===== config.mk =====
export PLATFORM = sky130hd
export DESIGN_NAME = countdown_ctrl
export DESIGN_NICKNAME = d
export VERILOG_FILES = /design/src/rtl/countdown_pkg.sv /design/src/rtl/tick_prescaler.sv /design/src/rtl/countdown_ctrl.sv
export SDC_FILE = /design/constraint.sdc
export NUM_CORES = 1
export LEC_CHECK = 0
export CORE_MARGIN = 3
export CORE_UTILIZATION = 60
export CTS_CLUSTER_SIZE = 12
export DETAILED_ROUTE_END_ITERATION = 16
export HOLD_SLACK_MARGIN = 0.06
export PLACE_DENSITY = 0.83
export REMOVE_ABC_BUFFERS = 1
export SYNTH_ARGS = -nofsm -noshare
export SYNTH_HDL_FRONTEND = slang
export SYNTH_SLANG_ARGS = --single-unit

===== constraint.sdc =====
create_clock -name clk -period 3.62 [get_ports clk]
set_clock_uncertainty 0.2 [all_clocks]
set_input_delay 0.724 -clock clk [delete_from_list [all_inputs] [get_ports clk]]
set_output_delay 0.724 -clock clk [all_outputs]
set_load 0.05 [all_outputs]

===== src/rtl/countdown_pkg.sv =====
// Shared definitions for the countdown timer controller: state encoding and
// the short tick period used when simulating.
package countdown_pkg;

    typedef enum logic [1:0] {
        S_IDLE  = 2'd0,
        S_RUN   = 2'd1,
        S_PAUSE = 2'd2,
        S_DONE  = 2'd3
    } state_t;

    localparam int SIM_TICK_DIV = 4;

endpackage : countdown_pkg


===== src/rtl/tick_prescaler.sv =====
// Enable-gated, clearable modulo-TICK_DIV counter. tick_o marks the last
// cycle of each period, on which the count wraps back to zero.
module tick_prescaler
    import countdown_pkg::*;
#(
    parameter int TICK_DIV = 100000000,
    parameter int PW       = 27
) (
    input  logic clk,
    input  logic rst,
    input  logic en_i,
    input  logic clr_i,
    output logic tick_o
);

    localparam logic [PW-1:0] LAST = PW'(TICK_DIV - 1);

    logic [PW-1:0] cnt_q;
    logic [PW-1:0] cnt_d;

    assign tick_o = en_i & (cnt_q == LAST);

    always_comb begin
        cnt_d = cnt_q;
        if (clr_i) begin
            cnt_d = '0;
        end else if (en_i) begin
            cnt_d = tick_o ? '0 : cnt_q + PW'(1);
        end
    end

    always_ff @(posedge clk or posedge rst) begin
        if (rst) begin
            cnt_q <= '0;
        end else begin
            cnt_q <= cnt_d;
        end
    end

endmodule : tick_prescaler


===== src/rtl/countdown_ctrl.sv =====
// Sequencer for a cascade of BCD down-counter digits: start/pause/clear
// handling, count tick, borrow-chain enables and terminal-zero stop.
module countdown_ctrl
    import countdown_pkg::*;
#(
    parameter int DIGITS   = 4,
    parameter int TICK_DIV = 100000000,
    parameter int PW       = 27
) (
    input  logic              clk,
    input  logic              rst,
    input  logic              start,
    input  logic              pause,
    input  logic              clear,
    input  logic [DIGITS-1:0] dec_in,
    output logic [DIGITS-1:0] cnt_en,
    output logic              dig_load,
    output logic              running,
    output logic              done,
    output logic              done_pulse
);

    state_t state_q;
    state_t state_d;
    logic   dig_load_q;
    logic   dig_load_d;
    logic   done_pulse_q;
    logic   done_pulse_d;
    logic   load_req;
    logic   tick;
    logic   allzero;
    logic   pause_eff;
    logic   count_tick;

    assign allzero   = &dec_in;
    // start outranks pause, so a coincident start masks the pause toggle
    assign pause_eff = pause & ~start;

    // Holding the prescaler clear outside RUN makes every entry to RUN
    // (including resume) begin a fresh full period.
    tick_prescaler #(
        .TICK_DIV (TICK_DIV),
        .PW       (PW)
    ) u_prescaler (
        .clk    (clk),
        .rst    (rst),
        .en_i   (state_q == S_RUN),
        .clr_i  (state_q != S_RUN),
        .tick_o (tick)
    );

    always_ff @(posedge clk or posedge rst) begin
        if (rst) begin
            state_q      <= S_IDLE;
            dig_load_q   <= 1'b0;
            done_pulse_q <= 1'b0;
        end else begin
            state_q      <= state_d;
            dig_load_q   <= dig_load_d;
            done_pulse_q <= done_pulse_d;
        end
    end

    always_comb begin
        state_d      = state_q;
        load_req     = 1'b0;
        done_pulse_d = 1'b0;
        unique case (state_q)
            S_IDLE: begin
                if (clear) begin
                    load_req = 1'b1;
                end else if (start) begin
                    if (allzero) begin
                        state_d      = S_DONE;
                        done_pulse_d = 1'b1;
                    end else begin
                        state_d = S_RUN;
                    end
                end
            end
            S_RUN: begin
                if (clear) begin
                    state_d  = S_IDLE;
                    load_req = 1'b1;
                end else if (pause_eff) begin
                    state_d = S_PAUSE;
                end else if (tick && allzero) begin
                    state_d      = S_DONE;
                    done_pulse_d = 1'b1;
                end
            end
            S_PAUSE: begin
                if (clear) begin
                    state_d  = S_IDLE;
                    load_req = 1'b1;
                end else if (start || pause) begin
                    state_d = S_RUN;
                end
            end
            S_DONE: begin
                if (clear) begin
                    state_d  = S_IDLE;
                    load_req = 1'b1;
                end else if (start) begin
                    state_d  = S_RUN;
                    load_req = 1'b1;
                end
            end
            default: state_d = S_IDLE;
        endcase
        dig_load_d = load_req & ~dig_load_q;
    end

    always_comb begin
        running    = (state_q == S_RUN);
        done       = (state_q == S_DONE);
        dig_load   = dig_load_q;
        done_pulse = done_pulse_q;
    end

    // tick already implies RUN; a leaving pulse on the tick cycle suppresses counting
    assign count_tick = tick & ~allzero & ~clear & ~pause_eff;

    generate
        for (genvar gi = 0; gi < DIGITS; gi++) begin : g_en
            if (gi == 0) begin : g_lsd
                assign cnt_en[gi] = count_tick;
            end else begin : g_upper
                assign cnt_en[gi] = count_tick & (&dec_in[gi-1:0]);
            end
        end
    endgenerate

endmodule : countdown_ctrl


# Word level (Yosys, flattened, before mapping)
# Cells that the tools add are included.
# W data, S select, Z words.
totals:
  elab_cells: 63
  out_inout_bits: 8
  in_bits: 9
  ff_bits: 31
op_classes:
  reduce_logical: 9
  eq_ne: 10
  n_bitwise: 14
  muxes: 25
  n_addsub: 1
ops:
  columns: ["cell", "n"]
  rows:
  - ["$mux W27", 3]
  - ["$add A27 B1 Y27 const B", 1]
  - ["$eq A27 B27 Y1 const B", 1]
  - ["$mux W2", 10]
  - ["$and A1 B1 Y1", 9]
  - ["$mux W1", 9]
  - ["$pmux W2 S4", 1]
  - ["$ne A3 B3 Y1 const B", 2]
  - ["$not A1 Y1", 5]
  - ["$reduce_and A5 Y1", 1]
  - ["$eq A2 B2 Y1 const B", 2]
  - ["$ne A2 B2 Y1 const B", 2]
  - ["$ne A4 B4 Y1 const B", 1]
  - ["$pmux W1 S2", 2]
  - ["$reduce_and A4 Y1", 1]
  - ["$reduce_and A3 Y1", 1]
  - ["$reduce_or A3 Y1", 1]
  - ["$eq A2 B1 Y1 const B", 1]
  - ["$logic_not A2 Y1", 1]
  - ["$ne A2 B1 Y1 const B", 1]
  - ["$reduce_and A2 Y1", 1]
  - ["$reduce_bool A2 Y1", 1]
  - ["$logic_and A1 B1 Y1", 1]
  - ["$logic_or A1 B1 Y1", 1]

# Longest topological paths before layout
# Gate-level depths: netlist (run 1).
depth:
  depth_word: 7
  depth_mapped: 7
  depth_no_buf: 6

# Cells and area by module
# A second synthesis (run 1) with hierarchy kept.
hier_totals:
  hier_cells: 196
  area_unflattened_um2: 1879.3
modules_own_cells:
  columns: ["module", "instances", "seq_area_each_um2", "area_per_inst_um2", "cells_per_inst"]
  rows:
  - ["tick_prescaler", 1, 675.6, 1606.5, 164]
  - ["countdown_ctrl", 1, 100.1, 272.8, 32]

# Least setup slack after synthesis (run 1)
# OpenSTA, ideal clock, no wires.
synth_timing:
  kind: "reg-to-output"
  start: "reg u_prescaler.cnt_q[19]"
  end: "out cnt_en[3]"
  t_required_ps: 2696
  stages_incl_launch_ff: 5
  path_slack_ps: 514
  t_arrival_ps: 2182
  n_path_buf: 0
  cell_sequence: "dfrtp_1 nor4_1 and4bb_4 nand4_1 nor3_1"
synth_between:
  elab_chain_cells: 6
synth_lines:
  columns: ["item", "line_no", "source"]
  rows:
  - ["start: declaration", "tick_prescaler.sv:18", "logic [PW-1:0] cnt_q;"]
  - ["start signal: assignment", "tick_prescaler.sv:36", "cnt_q <= cnt_d;"]
  - ["$eq A27 B27 Y1", "tick_prescaler.sv:21", "assign tick_o = en_i & (cnt_q == LAST);"]
  - ["$and A1 B1 Y1", "tick_prescaler.sv:21", null]
  - ["$and A1 B1 Y1 (3 in a row)", "countdown_ctrl.sv:122", "assign count_tick = tick & ~allzero & ~clear & ~pause_eff;"]
  - ["$and A1 B1 Y1", "countdown_ctrl.sv:129", "assign cnt_en[gi] = count_tick & (&dec_in[gi-1:0]);"]
  - ["end: declaration", "countdown_ctrl.sv:16", "output logic [DIGITS-1:0] cnt_en,"]
# Every way passes these cells.

# Worst setup path after layout (run 1)
layout_timing:
  start: "in start"
  end: "out cnt_en[2]"
layout_between:
  elab_chain_cells: 5
layout_lines:
  columns: ["item", "line_no", "source"]
  rows:
  - ["start: declaration", "countdown_ctrl.sv:12", "input logic start,"]
  - ["$not A1 Y1", "countdown_ctrl.sv:37", "assign pause_eff = pause & ~start;"]
  - ["$and A1 B1 Y1", "countdown_ctrl.sv:37", null]
  - ["$not A1 Y1", "countdown_ctrl.sv:122", null]
  - ["$and A1 B1 Y1", "countdown_ctrl.sv:122", null]
  - ["$and A1 B1 Y1", "countdown_ctrl.sv:129", null]
# Every way passes these cells.

==> results.toml, run 1 <==
[route]
wire_per_inst_um = 15.62
via_per_inst = 6.118
drtAntennaViolNets = 0
first_iter_violations = 96
routed_wl_um = 3718
drc = 0
num_vias = 1456
firstDrtPassIters = 4

[sta]
setup_viol = 0
setup_ws_ns = 0.3685
drv_slew = 0
rsz0062_at_grt = "no"
min_period_ns = 3.251
fmax_mhz = 307.6
hold_violations = 0
tightest_slew_ns = 0.6986
fin_setup_tns_ns = 0
whs_ns = 0.2471
post-route-period-util_pct = 89.82
relSlewSlack_pct = 53.42

[clock_tree]
cts.path.max_buffers = 2
cts.clk_slew.worst_paths_ns = 0.09
cts_buffers = 5
cts_setup_buffers = 0
root_buffer = "clkbuf_4"
cts_hold_buf = 0
numClockSinks = 31
cts_tree = "done"
clk_latency_ns = 0.33
cts_resized = 0
cts_htree_levels = 2

[setup_path]
rr_endpoint = "u_prescaler.cnt_q[26]"
slowest_delay_ns = 0.50
worstPathCellList = "clkdlybuf4s50_1 -> inv_1 -> a21oi_1 -> nand4_1 -> nor2b_1 -> and3_1 -> buf_12"
ff2ff_path_depth = 6
endpoint_kind = "primary output"
critPathRequiredTime_ns = 2.70
crit-reg2reg-launch = "u_prescaler.cnt_q[0]"
crit_path_start_kind = "primary input"
crit_fanout = 3
crit_family = "buffers and inverters"
cp.depth = 7
worstPathArrival_ns = 2.33
critPathKind = "in2out"
critical_path_buf_inv_count = 3
r2r_setup_slack_ns = 1.22
cp_slowest_cell = "clkdlybuf4s50_1"

[logic_synthesis]
ys_ff_latch = 31
yosysSeqAreaShare_pct = 45.82
yosysWarnings = 0
yosysTopAreaCell = "dfrtp_1"
synth.avg_cell_area_um2 = 9.053
syn_inst = 187
syn_area_mm2 = 0.001693
synthFlopType = "dfrtp_1"
ys_types = 39
synth_top_area_share_pct = 45.82
synth_area_leaders = "dfrtp_1 46%, nor2_1 5.8%, xor2_1 5.7%"
synth_edf_count = 0
async_reset_ff_share_pct = 100.0

[die]
dieArea_mm2 = 0.003495
ios = 17
start_util_pct = 65.94
num_rows = 18
die_width_um = 59.12
core-area_mm2 = 0.002567
dieHeight_um = 59.12

[cells_and_area]
antenna_cells = 0
area_delta_synth_final_pct = 17.37
final_common_cell = "dfrtp_1"
final_layout_size_suffix_gt1_share_pct = 10.58
final_cell_mix = "31 x dfrtp_1, 26 x nor2_1, 21 x nand2_1, 15 x nand3_1"
fin_nets = 217

[grt]
grt_max_degree = 32
grt_first_pass_wirelength_um = 6251
first_global_vias = 1385
grt_usage_pct = 24.05
grt-ovfl-total = 0
antenna_found_initial = 0

[outcome]
status = "finished, final reports clean"

[hold_path]
hp-start = "dig_load"
hp-class = "reg2reg"
hold_path_end = "dig_load"
timing.hold.worst_path_depth = 1

[power]
p_leak_uw = 0.0008013
total_power_uw = 643.5
powerDensity_mw_per_mm2 = 323.9
ir_drop_uv = 330.3

[placed_design]
place_congestion = 0.8448
dp_hpwl_um = 2685
post-place-ws_ns = 0.3801
portBuffers = 16

[job]
cap_viol_max_count = 0
[sequential cells by signal, indices dropped and copies added (netlist names)]
name               cells
state_q                2
dig_load               1
u_prescaler.cnt_q     27
done_pulse             1
[stage by stage]
| step | instances | util, % | instance area (um^2) |
|---|---|---|---|
| final | 238 | 77.39 | 1987 |
| after global routing | 238 | 77.39 | 1987 |
| after CTS | 238 | 77.39 | 1987 |
| after detailed placement | 230 | 74.56 | 1914 |
| after global placement | 230 | 74.56 | 1914 |
| after floorplan | 183 | - | 1669 |
[worst reg2reg max path, stage by stage (launching register included)]
cell	delay, ns
dfrtp_1	0.40
ha_1	0.22
nand4_1	0.20
nor2_1	0.35
nand2_1	0.14
o21ai_2	0.57
o21ai_0	0.20
[cell type report]
| class | instances | area, um^2 |
|---|---|---|
| clock buffers | 7 | 65.06 |
| clock inverters | 1 | 7.507 |
| fillers | 185 | 580.6 |
| inverters | 8 | 30.03 |
| multi-input cells | 144 | 863.3 |
| flip-flops and latches | 31 | 775.7 |
| well taps | 30 | 37.54 |
| repair buffers | 17 | 207.7 |
[cells by family after synthesis]
kind of cell / after synthesis / share of synthesized area [%]
AO/OA/AOI/OAI: 25 / 9.757
XOR/XNOR: 14 / 7.243
adder cells (fa/ha/maj): 1 / 0.7390
buffers and inverters: 12 / 3.177
flip-flops: 31 / 45.82
multiplexers: 2 / 1.183
AND/OR/NAND/NOR: 102 / 32.08
[synth_stat cells (3+ instances only)]
cell and count:
and2_1 3, xnor2_1 3, nand4_1 12, nor2_1 26
inv_1 8, nor3_1 5, nand2b_1 3, a21oi_1 10
o22ai_1 4, dfrtp_1 31, nand2_1 21, nand3_1 15
xor2_1 11
[where the power goes]
| group | internal (uW) | total, uW | switching (uW) |
|---|---|---|---|
| logic | 19.8 | 54.4 | 34.6 |
| clock network | 114 | 236 | 122 |
| registers | 350 | 353 | 3.46 |
| total | 483 | 643 | 160 |
[per-layer routing]
layer	GRT usage, %	vias to the layer above	wire length, um
met5	0	-	0
met2	38.64	59	1862
li1	-	702	-
met1	30.14	686	1526
met3	7.843	9	272
met4	9.061	0	56
[worst max path at each step]
stage	endpoint	from	slack (ns)
2_1_floorplan	cnt_en[2]	u_prescaler.cnt_q[19]	0.24
3_3_place_gp	cnt_en[2]	start	0.45
3_5_place_dp	cnt_en[2]	start	0.38
4_1_cts	cnt_en[2]	u_prescaler.cnt_q[18]	0.36
5_1_grt	cnt_en[2]	u_prescaler.cnt_q[0]	0.21
6_report	cnt_en[2]	start	0.37
Note: power is estimated with default switching activity, not from simulation.
==> run 2: changes to the inputs <==
Clock period 3.62 ns to 4.2 ns, I/O delays scaled along.
==> results.toml, run 2 (same netlist as run 1, synthesis figures left out) <==
[outcome]
status = "finished, final reports clean"

[cells_and_area]
largest-register = "u_prescaler.cnt_q"
register_area_um2 = 775.7
fillers = 204
multiInputGateArea_um2 = 863.3
largest_reg_flops = 27
reg_top3 = "u_prescaler.cnt_q (27), state_q (2)"
fin_nets = 216
final_cell_mix = "31 x dfrtp_1, 26 x nor2_1, 21 x nand2_1, 15 x nand3_1, 14 x clkdlybuf4s50_1"
antenna_cells = 0
final_layout_size_suffix_gt1_share_pct = 8.696
area_delta_synth_final_pct = 14.04
final_common_cell = "dfrtp_1"

[hold_path]
hp-class = "reg2reg"
hp-start = "dig_load"
timing.hold.worst_path_depth = 1
hold_path_end = "dig_load"

[grt]
first_global_vias = 1456
grt-ovfl-total = 0
grt_usage_pct = 24.10
grt_max_degree = 32
grt_first_pass_wirelength_um = 6334
antenna_found_initial = 0

[power]
powerDensity_mw_per_mm2 = 283.0
seqPwrFrac_pct = 55.7
switching_power_uw = 130.1
p_clk_share_pct = 35.9
p_leak_uw = 0.0007827
internal-power_uw = 416.2
ir_drop_uv = 271.6
p_sw_share_pct = 23.82
total_power_uw = 546.3
combPwrFrac_pct = 8.5

[clock_tree]
cts_resized = 0
cts_htree_levels = 2
cts_setup_buffers = 0
root_buffer = "clkbuf_4"
cts_hold_buf = 0
numClockSinks = 31
cts_buffers = 5
cts.path.max_buffers = 2
cts_tree = "done"
cts.clk_slew.worst_paths_ns = 0.10
clk_latency_ns = 0.32

[route]
firstDrtPassIters = 4
via_per_inst = 6.034
drc = 0
num_vias = 1430
wire_per_inst_um = 15.09
drtAntennaViolNets = 0
routed_wl_um = 3576
first_iter_violations = 75

[job]
cap_viol_max_count = 0

[die]
start_util_pct = 65.94
die_width_um = 59.12
core-area_mm2 = 0.002567
ios = 17
dieArea_mm2 = 0.003495
dieHeight_um = 59.12
num_rows = 18

[placed_design]
place_congestion = 0.7981
portBuffers = 16
dp_hpwl_um = 2554

[sta]
relSlewSlack_pct = 24.00
drv_slew = 0
rsz0062_at_grt = "no"
tightest_slew_ns = 1.139
min_period_ns = 3.786
setup_viol = 0
fin_setup_tns_ns = 0
hold_violations = 0
fmax_mhz = 264.1
post-route-period-util_pct = 90.15

[setup_path]
r2r_setup_slack_ns = 1.79
endpoint_kind = "primary output"
critPathRequiredTime_ns = 3.16
startpoint = "start"
crit-reg2reg-launch = "u_prescaler.cnt_q[0]"
ff2ff_path_depth = 6
crit_path_start_kind = "primary input"
rr_endpoint = "u_prescaler.cnt_q[26]"
worstPathArrival_ns = 2.75
crit_fanout = 3
critPathKind = "in2out"
## run 2: changes by cell type in the layout (fill, tap and decap cells not counted)
cell,before,now
buf_12,4,0
buf_4,1,2
clkbuf_1,0,1
clkdlybuf4s50_1,12,14
clkinvlp_4,1,0
## run 2: worst max path at each step
stage           endpoint  slack [ns]  cells past startpoint
6_report       cnt_en[0]        0.41                      6
5_1_grt        cnt_en[0]        0.31                      6
4_1_cts        cnt_en[0]        0.40                      6
3_5_place_dp   cnt_en[0]        0.41                      6
3_3_place_gp   cnt_en[0]        0.47                      6
2_1_floorplan  cnt_en[2]        0.67                      5
## run 2: stage by stage
| step | worst slack [ns] | hold WS, ns | instances | area [um^2] | util (%) |
|---|---|---|---|---|---|
| global placement | 0.4678 | 0.2133 | 229 | 1862 | 72.51 |
| CTS | 0.4037 | 0.2353 | 237 | 1931 | 75.19 |
| global route | 0.3108 | 0.2681 | 237 | 1931 | 75.19 |
| floorplan | 0.6661 | 0.2446 | 183 | 1669 | - |
| detailed placement | 0.4083 | 0.2215 | 229 | 1862 | 72.51 |
| finish | 0.4136 | 0.2320 | 237 | 1931 | 75.19 |
## run 2: cell type report
type	instances	area share (%)
inverters	8	1.555
well taps	30	1.944
clock buffers	8	3.564
repair buffers	16	8.036
flip-flops and latches	31	40.18
multi-input cells	144	44.72
## run 2: power groups by stage
stage          combinational [uW]  clock, uW  sequential [uW]
2_1_floorplan                24.5          0              312
3_3_place_gp                 44.8          0              310
3_5_place_dp                 46.3          0              310
4_1_cts                      46.7        201              304
5_1_grt                      50.7        218              305
6_report                     46.2        196              304
## run 2: metal layers
metal  track usage, %  vias up  routed length (um)
li1                 -      697                   -
met1            30.32      676                1547
met2            37.22       45                1729
met3            8.715       12                 229
met4            10.68        0                  70
met5                0        -                   0
## run 2: worst max-delay path: stages
cell and delay (ns):
clkdlybuf4s50_1 0.50, inv_1 0.07, a21oi_1 0.14, nand4_1 0.15, nor2b_1 0.21, clkdlybuf4s50_1 0.83
==> run 3: changes to the inputs <==
--- a/config.mk
+++ b/config.mk
@@ -13,4 +13,5 @@
 export PLACE_DENSITY = 0.83
 export REMOVE_ABC_BUFFERS = 1
+export SKIP_LAST_GASP = 1
 export SYNTH_ARGS = -nofsm -noshare
 export SYNTH_HDL_FRONTEND = slang
==> constraint.sdc (replaced) <==
create_clock -name clk -period 4.2 [get_ports clk]
set_clock_uncertainty 0.2 [all_clocks]
set_input_delay 0.84 -clock clk [delete_from_list [all_inputs] [get_ports clk]]
set_output_delay 0.84 -clock clk [all_outputs]
set_load 0.005 [all_outputs]
==> results.toml, run 3 (same netlist as run 1, synthesis figures left out) <==
[cells_and_area]
area_delta_synth_final_pct = 12.71
antenna_cells = 0
final_layout_size_suffix_gt1_share_pct = 6.829
final_common_cell = "dfrtp_1"
final_cell_mix = "31 x dfrtp_1, 26 x nor2_1, 21 x nand2_1, 16 x clkdlybuf4s50_1, 15 x nand3_1"
largest_reg_flops = 27
instances_no_fill = 235
reg_top3 = "u_prescaler.cnt_q (27), state_q (2)"
largest-register = "u_prescaler.cnt_q"
fin_nets = 216

[grt]
first_global_vias = 1397
grt-ovfl-total = 0
antenna_found_initial = 0
grt_usage_pct = 23.99
grt_first_pass_wirelength_um = 6230
grt_max_degree = 32

[placed_design]
place_congestion = 0.8037
dp_hpwl_um = 2670
portBuffers = 16
place_inst = 229

[sta]
post-route-period-util_pct = 86.44
relSlewSlack_pct = 22.19
fin_setup_tns_ns = 0
hold_violations = 0
setup_viol = 0
drv_slew = 0
rsz0062_at_grt = "no"
tightest_slew_ns = 1.166
fmax_mhz = 275.4
min_period_ns = 3.630

[clock_tree]
numClockSinks = 31
cts.clk_slew.worst_paths_ns = 0.09
cts.path.max_buffers = 2
cts_hold_buf = 0
clk_latency_ns = 0.33
cts_setup_buffers = 0
cts_htree_levels = 2
cts_buffers = 5
root_buffer = "clkbuf_4"
cts_tree = "done"
cts_resized = 0

[route]
drc = 0
wire_per_inst_um = 16.14
num_vias = 1468
firstDrtPassIters = 4
first_iter_violations = 88
routed_wl_um = 3794
via_per_inst = 6.247
drtAntennaViolNets = 0

[setup_path]
crit-reg2reg-launch = "u_prescaler.cnt_q[0]"
crit_fanout = 3
slowest_delay_ns = 0.50
endpoint_kind = "primary output"
r2r_setup_slack_ns = 1.71
critical_path_buf_inv_count = 3
worstPathArrival_ns = 2.59
startpoint = "start"
crit_path_start_kind = "primary input"
worstPathCellList = "clkdlybuf4s50_1 -> inv_1 -> a21oi_1 -> nand4_1 -> nor2b_1 -> and3_1 -> clkdlybuf4s50_1"
critPathKind = "in2out"
crit_top_cell = "clkdlybuf4s50_1"
cp.depth = 7
ff2ff_path_depth = 6
rr_endpoint = "u_prescaler.cnt_q[26]"
crit_family = "buffers and inverters"
critPathRequiredTime_ns = 3.16
cp-endpoint = "cnt_en[2]"
cp_slowest_cell = "clkdlybuf4s50_1"

[die]
start_util_pct = 65.94
die_width_um = 59.12
dieHeight_um = 59.12
ios = 17
num_rows = 18
core-area_mm2 = 0.002567
dieArea_mm2 = 0.003495

[power]
ir_drop_uv = 209.1
powerDensity_mw_per_mm2 = 263.0
p_leak_uw = 0.0007642
total_power_uw = 501.8

[hold_path]
hp-start = "dig_load"
hp-class = "reg2reg"

[job]
cap_viol_max_count = 0

[outcome]
status = "finished, final reports clean"
-- run 3: cell count changes in the layout (fill, tap and decap cells not counted) --
cell / change
clkdlybuf4s50_1: +2
buf_4: -2
clkbuf_8: -2
-- run 3: metrics by stage --
step	setup slack [ns]	hold slack [ns]	cell area (um^2)	util (%)
floorplan	1.634	0.2265	1669	-
global placement	0.6312	0.2127	1867	72.71
detailed placement	0.5680	0.2331	1867	72.71
CTS	0.5679	0.2471	1908	74.32
global route	0.4250	0.2762	1908	74.32
finish	0.5696	0.2397	1908	74.32
-- run 3: worst min-delay path by stage --
stage               cells past startpoint       end  slack, ns
finish                                  1  dig_load       0.24
global route                            1  dig_load       0.28
CTS                                     1  dig_load       0.25
detailed placement                      1  dig_load       0.23
global placement                        1  dig_load       0.21
floorplan                               1  dig_load       0.23
-- run 3: routing by layer --
metal	vias up	GRT usage, %	part of all wire, %
met5	-	0	0
li1	696	-	-
met1	723	29.82	44
met2	43	39.59	49
met4	0	10.03	1.4
met3	6	6.100	5.6
-- run 3: cell type report --
class                   instances  area (um^2)
multi-input cells             144        863.3
well taps                      30        37.54
inverters                       8        30.03
repair buffers                 16        160.2
clock buffers                   6        41.29
flip-flops and latches         31        775.7
fillers                       197        659.4
-- run 3: where the power goes --
part	switching (uW)	internal (uW)
Clock	97.0	59.4
Combinational	24.8	16.4
Sequential	2.90	301
